## src/rtl/motion_cntrl_pkg.sv

```systemverilog
// Shared types, sequencing constants and saturation helpers for the
// line-follower steering controller.
package motion_cntrl_pkg;

  typedef enum logic [2:0] {
    IDLE     = 3'd0,
    SETTLE   = 3'd1,
    CONV     = 3'd2,
    WAIT     = 3'd3,
    ACCUM    = 3'd4,
    CALC_I   = 3'd5,
    CALC_OUT = 3'd6
  } state_t;

  localparam int NUM_CONV = 6;

  // Conversion order: right then left sensor of each pair, inner pair first.
  localparam logic [2:0] CHNL_SEQ [NUM_CONV] = '{3'd1, 3'd0, 3'd4, 3'd2, 3'd3, 3'd7};

  // Signed steering weight applied to each conversion in the order above.
  localparam logic signed [3:0] CHNL_WEIGHT [NUM_CONV] =
    '{4'sd1, -4'sd1, 4'sd2, -4'sd2, 4'sd4, -4'sd4};

  // Emitter select per pair index {out, mid, in}; the last entry is a safe all-off.
  localparam logic [2:0] PAIR_EN [4] = '{3'b001, 3'b010, 3'b100, 3'b000};

  localparam int                SETTLE_CYCLES_DEF = 4096;
  localparam int                P_TERM_DEF        = 4;
  localparam int                I_SHIFT_DEF       = 2;
  localparam logic signed [10:0] FWD_DEF          = 11'sh200;

  function automatic logic signed [11:0] sat12(input logic signed [16:0] v);
    if (v > 17'sd2047)
      return 12'sh7FF;
    else if (v < -17'sd2048)
      return 12'sh800;
    else
      return v[11:0];
  endfunction

  function automatic logic signed [10:0] sat11(input logic signed [16:0] v);
    if (v > 17'sd1023)
      return 11'sh3FF;
    else if (v < -17'sd1024)
      return 11'sh400;
    else
      return v[10:0];
  endfunction

endpackage

```

## src/rtl/pi_calc.sv

```systemverilog
// Combinational PI steering math: error saturation, integrator update and
// left/right duty computation. All results are registered by the parent.
module pi_calc
  import motion_cntrl_pkg::*;
#(
  parameter int                P_TERM  = P_TERM_DEF,
  parameter int                I_SHIFT = I_SHIFT_DEF,
  parameter logic signed [10:0] FWD    = FWD_DEF
) (
  input  logic signed [15:0] accum,
  input  logic signed [11:0] error,
  input  logic signed [11:0] intgrl,
  output logic signed [11:0] error_nxt,
  output logic signed [11:0] intgrl_nxt,
  output logic signed [10:0] lft_nxt,
  output logic signed [10:0] rht_nxt
);

  localparam logic [3:0] P_GAIN = 4'(P_TERM);

  logic signed [11:0] err_shift;
  logic signed [16:0] intgrl_sum;
  logic signed [15:0] pcomp;
  logic signed [16:0] steer;
  logic signed [16:0] fwd_ext;

  // Integrator uses the freshly saturated error; duties use the registered error/integrator.
  always_comb begin
    error_nxt  = sat12(17'(accum));
    err_shift  = error_nxt >>> I_SHIFT;
    intgrl_sum = 17'(intgrl) + 17'(err_shift);
    intgrl_nxt = sat12(intgrl_sum);
    pcomp      = 16'(error) * $signed({12'd0, P_GAIN});
    steer      = 17'(pcomp) + 17'(intgrl);
    fwd_ext    = 17'(FWD);
    lft_nxt    = sat11(fwd_ext - steer);
    rht_nxt    = sat11(fwd_ext + steer);
  end

endmodule

```

## src/rtl/motion_controller.sv

```systemverilog
// Line-follower steering controller: sequences six IR conversions per control
// cycle, accumulates a weighted error and drives saturated PI motor duties.
module motion_controller
  import motion_cntrl_pkg::*;
#(
  parameter int                SETTLE_CYCLES = SETTLE_CYCLES_DEF,
  parameter int                P_TERM        = P_TERM_DEF,
  parameter int                I_SHIFT       = I_SHIFT_DEF,
  parameter logic signed [10:0] FWD          = FWD_DEF
) (
  input  logic               clk,
  input  logic               rst_n,
  input  logic               go,
  input  logic               cnv_cmplt,
  input  logic [11:0]        A2D_res,
  output logic               start_conv,
  output logic [2:0]         chnnl,
  output logic               IR_in_en,
  output logic               IR_mid_en,
  output logic               IR_out_en,
  output logic [7:0]         LEDs,
  output logic signed [10:0] lft,
  output logic signed [10:0] rht
);

  localparam int               CNT_W       = $clog2(SETTLE_CYCLES + 1);
  localparam logic [CNT_W-1:0] SETTLE_LAST = CNT_W'(SETTLE_CYCLES - 1);

  state_t             state, state_nxt;
  logic [2:0]         idx, idx_nxt;
  logic [CNT_W-1:0]   settle_cnt, settle_cnt_nxt;
  logic [2:0]         pair_en;

  logic [11:0]        res_p0;
  logic signed [15:0] wprod;
  logic signed [15:0] accum;
  logic signed [11:0] error, intgrl;
  logic signed [11:0] error_nxt, intgrl_nxt;
  logic signed [10:0] lft_nxt, rht_nxt;

  assign IR_in_en  = pair_en[0];
  assign IR_mid_en = pair_en[1];
  assign IR_out_en = pair_en[2];

  // Weighted contribution of the captured conversion result (result is zero-extended).
  assign wprod = 16'(CHNL_WEIGHT[idx]) * $signed({4'd0, res_p0});

  pi_calc #(
    .P_TERM  (P_TERM),
    .I_SHIFT (I_SHIFT),
    .FWD     (FWD)
  ) u_pi_calc (
    .accum      (accum),
    .error      (error),
    .intgrl     (intgrl),
    .error_nxt  (error_nxt),
    .intgrl_nxt (intgrl_nxt),
    .lft_nxt    (lft_nxt),
    .rht_nxt    (rht_nxt)
  );

  // Control state register: sequencer state, conversion index and settle counter.
  always_ff @(posedge clk) begin
    if (rst_n) begin
      state      <= IDLE;
      idx        <= '0;
      settle_cnt <= '0;
    end else begin
      state      <= state_nxt;
      idx        <= idx_nxt;
      settle_cnt <= settle_cnt_nxt;
    end
  end

  // Next-state logic plus the conversion strobe and the current pair's emitter enable.
  always_comb begin
    state_nxt      = state;
    idx_nxt        = idx;
    settle_cnt_nxt = settle_cnt;
    start_conv     = 1'b0;
    pair_en        = 3'b000;
    case (state)
      IDLE: begin
        idx_nxt        = '0;
        settle_cnt_nxt = '0;
        state_nxt      = SETTLE;
      end
      SETTLE: begin
        pair_en = PAIR_EN[idx[2:1]];
        if (settle_cnt == SETTLE_LAST) begin
          settle_cnt_nxt = '0;
          state_nxt      = CONV;
        end else begin
          settle_cnt_nxt = settle_cnt + 1'b1;
        end
      end
      CONV: begin
        pair_en    = PAIR_EN[idx[2:1]];
        start_conv = 1'b1;
        state_nxt  = WAIT;
      end
      WAIT: begin
        pair_en = PAIR_EN[idx[2:1]];
        if (cnv_cmplt)
          state_nxt = ACCUM;
      end
      ACCUM: begin
        pair_en = PAIR_EN[idx[2:1]];
        if (!idx[0]) begin
          // Second sensor of the same pair: emitters are already settled.
          idx_nxt   = idx + 3'd1;
          state_nxt = CONV;
        end else if (idx == 3'(NUM_CONV - 1)) begin
          state_nxt = CALC_I;
        end else begin
          idx_nxt        = idx + 3'd1;
          settle_cnt_nxt = '0;
          state_nxt      = SETTLE;
        end
      end
      CALC_I: begin
        state_nxt = CALC_OUT;
      end
      CALC_OUT: begin
        idx_nxt        = '0;
        settle_cnt_nxt = '0;
        state_nxt      = SETTLE;
      end
      default: begin
        state_nxt = IDLE;
      end
    endcase
    if (!go) begin
      state_nxt      = IDLE;
      idx_nxt        = '0;
      settle_cnt_nxt = '0;
    end
  end

  // Datapath: capture result, accumulate, PI update and registered motor/LED outputs.
  always_ff @(posedge clk) begin
    if (rst_n) begin
      res_p0 <= '0;
      accum  <= '0;
      error  <= '0;
      intgrl <= '0;
      lft    <= '0;
      rht    <= '0;
      LEDs   <= '0;
      chnnl  <= '0;
    end else if (!go) begin
      // Integrator survives a pause; everything else returns to idle values.
      accum <= '0;
      lft   <= '0;
      rht   <= '0;
      LEDs  <= '0;
      chnnl <= '0;
    end else begin
      case (state)
        IDLE:     accum <= '0;
        WAIT:     if (cnv_cmplt) res_p0 <= A2D_res;
        ACCUM:    accum <= accum + wprod;
        CALC_I: begin
          error  <= error_nxt;
          intgrl <= intgrl_nxt;
        end
        CALC_OUT: begin
          lft   <= lft_nxt;
          rht   <= rht_nxt;
          LEDs  <= error[11:4];
          accum <= '0;
        end
        default: ;
      endcase
      if (state_nxt == CONV)
        chnnl <= CHNL_SEQ[idx_nxt];
    end
  end

endmodule

```

## config.mk

```make
export PLATFORM = sky130hd
export DESIGN_NAME = motion_controller
export DESIGN_NICKNAME = d
export VERILOG_FILES = /design/src/rtl/motion_cntrl_pkg.sv /design/src/rtl/pi_calc.sv /design/src/rtl/motion_controller.sv
export SDC_FILE = /design/constraint.sdc
export NUM_CORES = 1
export LEC_CHECK = 0
export ABC_AREA = 1
export CAP_MARGIN = 10
export CORE_UTILIZATION = 55
export DETAILED_ROUTE_END_ITERATION = 10
export PLACE_DENSITY = 0.78
export SYNTH_ARGS = -nofsm -noshare
export SYNTH_HDL_FRONTEND = slang
export SYNTH_SLANG_ARGS = --single-unit
```

## constraint.sdc

```tcl
create_clock -name clk -period 4.83 [get_ports clk]
set_input_delay 0.483 -clock clk [delete_from_list [all_inputs] [get_ports clk]]
set_output_delay 0.483 -clock clk [all_outputs]
set_load 0.05 [all_outputs]
```

==> out/metrics.csv <==
metric,value,unit
status,finished clean,
hold_viol_final,0,
ys_async_sr_fraction,0,%
yosys.area.top_type,dfxtp_1,
die_h,123.0,µm
synth_flop_cell,dfxtp_1,
synth_nets,1279,
clockBufferDepth,2,
tightest_slew,1.190,ns
rows,43,
seqPwrFrac,51.2,%
hold_class,flop to flop,
maxSlewViolCount,0,
synth_common_cells,"265 x nand2_1, 156 x inv_1, 124 x nor2_1",
start_util,57.09,%
avgSynthCellArea,6.932,µm²
drt-initial-drc-count,504,
wl_per_cell,13.15,µm
die-width,123.0,µm
grt_max_degree,39,
drt-total-wl,18.21,mm
cts_tree,done,
min_period,4.367,ns
vias,7347,
cts-resized-gates,0,
fin_setup_tns,0,ns
p_sw_share,22.79,%
syn_inst,1161,
p_clk_share,44.5,%
powerDensity,186.0,nW/µm²
h-tree-depth,3,
fin_hold_ws,0.4553,ns
ir_drop,158.2,µV
synth-edff-count,0,
drive_above_1_share,7.303,%
cp_data_arrival_time,4.64,ns
cts-root-buf,clkbuf_16,
place_congestion,0.9385,
drc,0,
synth.most_common_cell,nand2_1,
clock_sinks,104,
cts_setup_buffers,0,
final_core_util,64.07,%
cts_buffers,9,
finalNetCount,1319,
post-place-ws,0.3564,ns
antenna_found_initial,0,
viasPerCell,5.305,
combinationalPowerShare,4.3,%
dp_cells,1370,
p_leak,4.251,nW
critPathMaxFanout,6,
die-area,15120,µm²
grt_usage,26.29,%
ys_warn_count,0,
ios,53,
fin_skew,0.009508,ns
fmax,229.0,MHz
syn_area,8048,µm²
ys_ff_latch,104,
core_area,14100,µm²
overflow,0,
final_antenna_net_count,0,
grt_pass1_wl,31.33,mm
required,5.11,ns
cp-end-kind,flop,
synth_top_area_share,25.87,%
p_switching,0.0003828,W
min_period_over_period,90.41,%
dp_hpwl,14.37,mm
grt_pass1_vias,6851,
yosysUniqueCellTypes,49,
postCtsHoldBufs,0,
max_cap_viol_count,0,
fin_cells,1385,
relSlewSlack,20.57,%
first_pass_iters,5,
start_kind,flop,
synth.area.top_cells,"dfxtp_1 26%, nand2_1 12%, ha_1 10%, fa_1 9.2%, inv_1 7.3%",
ys_seq_area_share,25.87,%
num_antenna_cells,0,
fillCellCount,1288,
clkTransAtPathRegs,0.07,ns
critPathKind,flop to flop,
io_buffers,52,
setup_viol,0,
areaGrowthSynthToFinish,12.22,%
internal_power,0.001297,W
fin_ws,0.4631,ns
clk_latency,0.36,ns
path summary, 6_finish.rpt:
| path | startpoint | endpoint | slack [ns] | cells after the start |
|---|---|---|---|---|
| setup reg to reg | idx[0]$_SDFF_PP0_ | accum[13]$_SDFFE_PP0N_ | 0.46 | 22 |
| hold reg to reg | settle_cnt[12]$_SDFFE_PP0P_ | settle_cnt[12]$_SDFFE_PP0P_ | 0.46 | 2 |
| setup / recovery | idx[0]$_SDFF_PP0_ | accum[13]$_SDFFE_PP0N_ | 0.46 | 22 |
| hold / removal | settle_cnt[12]$_SDFFE_PP0P_ | settle_cnt[12]$_SDFFE_PP0P_ | 0.46 | 2 |
worst max-delay path, stage by stage (launching register included):
cell     delay (ns)
dfxtp_1        0.33
inv_1          0.11
ha_1           0.23
nor2_2         0.17
nand2_1        0.11
fa_1           0.51
inv_1          0.06
fa_1           0.50
fa_1           0.49
ha_1           0.36
a21oi_1        0.16
nand2_1        0.07
nand2_1        0.07
nand2_1        0.06
a21oi_2        0.19
o21ai_0        0.15
inv_1          0.08
nor2_1         0.05
nor2_1         0.17
o21ai_0        0.11
nand2_1        0.08
nand3_1        0.07
a21oi_1        0.13
through the flow:
stage | total power, W | instance area, µm²
2_1_floorplan | 0.0009242 | 8048
3_3_place_gp | 0.0009493 | 8728
3_5_place_dp | 0.0009511 | 8728
4_1_cts | 0.001693 | 9025
5_1_grt | 0.001735 | 9031
6_report | 0.001680 | 9031
metal layers:
metal	global-route usage (%)	vias up	wire [µm]
met4	7.774	0	323
li1	-	3810	-
met3	4.751	19	815
met1	34.81	3353	8653
met5	0	-	0
met2	43.64	165	8421
flip-flops by register name, indices dropped and copies added, names as in the netlist:
| name | cells |
|---|---|
| res_p0 | 12 |
| rht | 11 |
| error | 12 |
| lft | 11 |
| state | 3 |
| intgrl | 12 |
| accum | 16 |
| settle_cnt | 13 |
| LEDs | 8 |
| chnnl | 3 |
| idx | 3 |
placed cells by master, fill, tap and decap left out, types with 4 or more instances in the layout:
master,instances
nand2_1,265
inv_1,156
nor2_1,123
dfxtp_1,104
a21oi_1,98
o21ai_0,76
ha_1,65
nand3_1,64
clkdlybuf4s50_1,52
fa_1,37
nand2_2,17
nor3_1,17
a21oi_2,10
xnor2_1,10
inv_2,9
clkbuf_16,9
nand4_1,8
nand3_2,6
buf_4,6
or2_2,5
xor2_1,5
nor2_4,5
a31oi_1,4
o211ai_1,4
nand2_4,4
cell type report:
| type | count | area, µm² | share of cell area [%] |
|---|---|---|---|
| clock inverter | 5 | 57.56 | 0.6373 |
| clock buffer | 10 | 239.0 | 2.646 |
| sequential | 104 | 2082 | 23.05 |
| multi-input combinational | 861 | 5233 | 57.94 |
| inverter | 167 | 629.4 | 6.969 |
| tap | 180 | 225.2 | 2.494 |
| timing repair buffer | 58 | 565.5 | 6.262 |
kinds of logic after synthesis:
family | count (synthesis) | synth area share, %
adders and majority gates | 102 | 19.31
DFF | 104 | 25.87
AOI/OAI and AO/OA | 215 | 14.88
and+or+nand+nor | 528 | 28.92
xor gates and xnor gates | 16 | 1.835
buffers and inverters | 196 | 9.188
power by group through the flow:
stage	Sequential [W]	Clock (W)	Combinational (W)
2_1_floorplan	0.000879	0	0.0000454
3_3_place_gp	0.000879	0	0.0000699
3_5_place_dp	0.000879	0	0.0000716
4_1_cts	0.000859	0.000761	0.0000719
5_1_grt	0.000859	0.000795	0.0000807
6_report	0.000860	0.000748	0.0000721
Note: power is estimated with default switching activity, not from simulation.
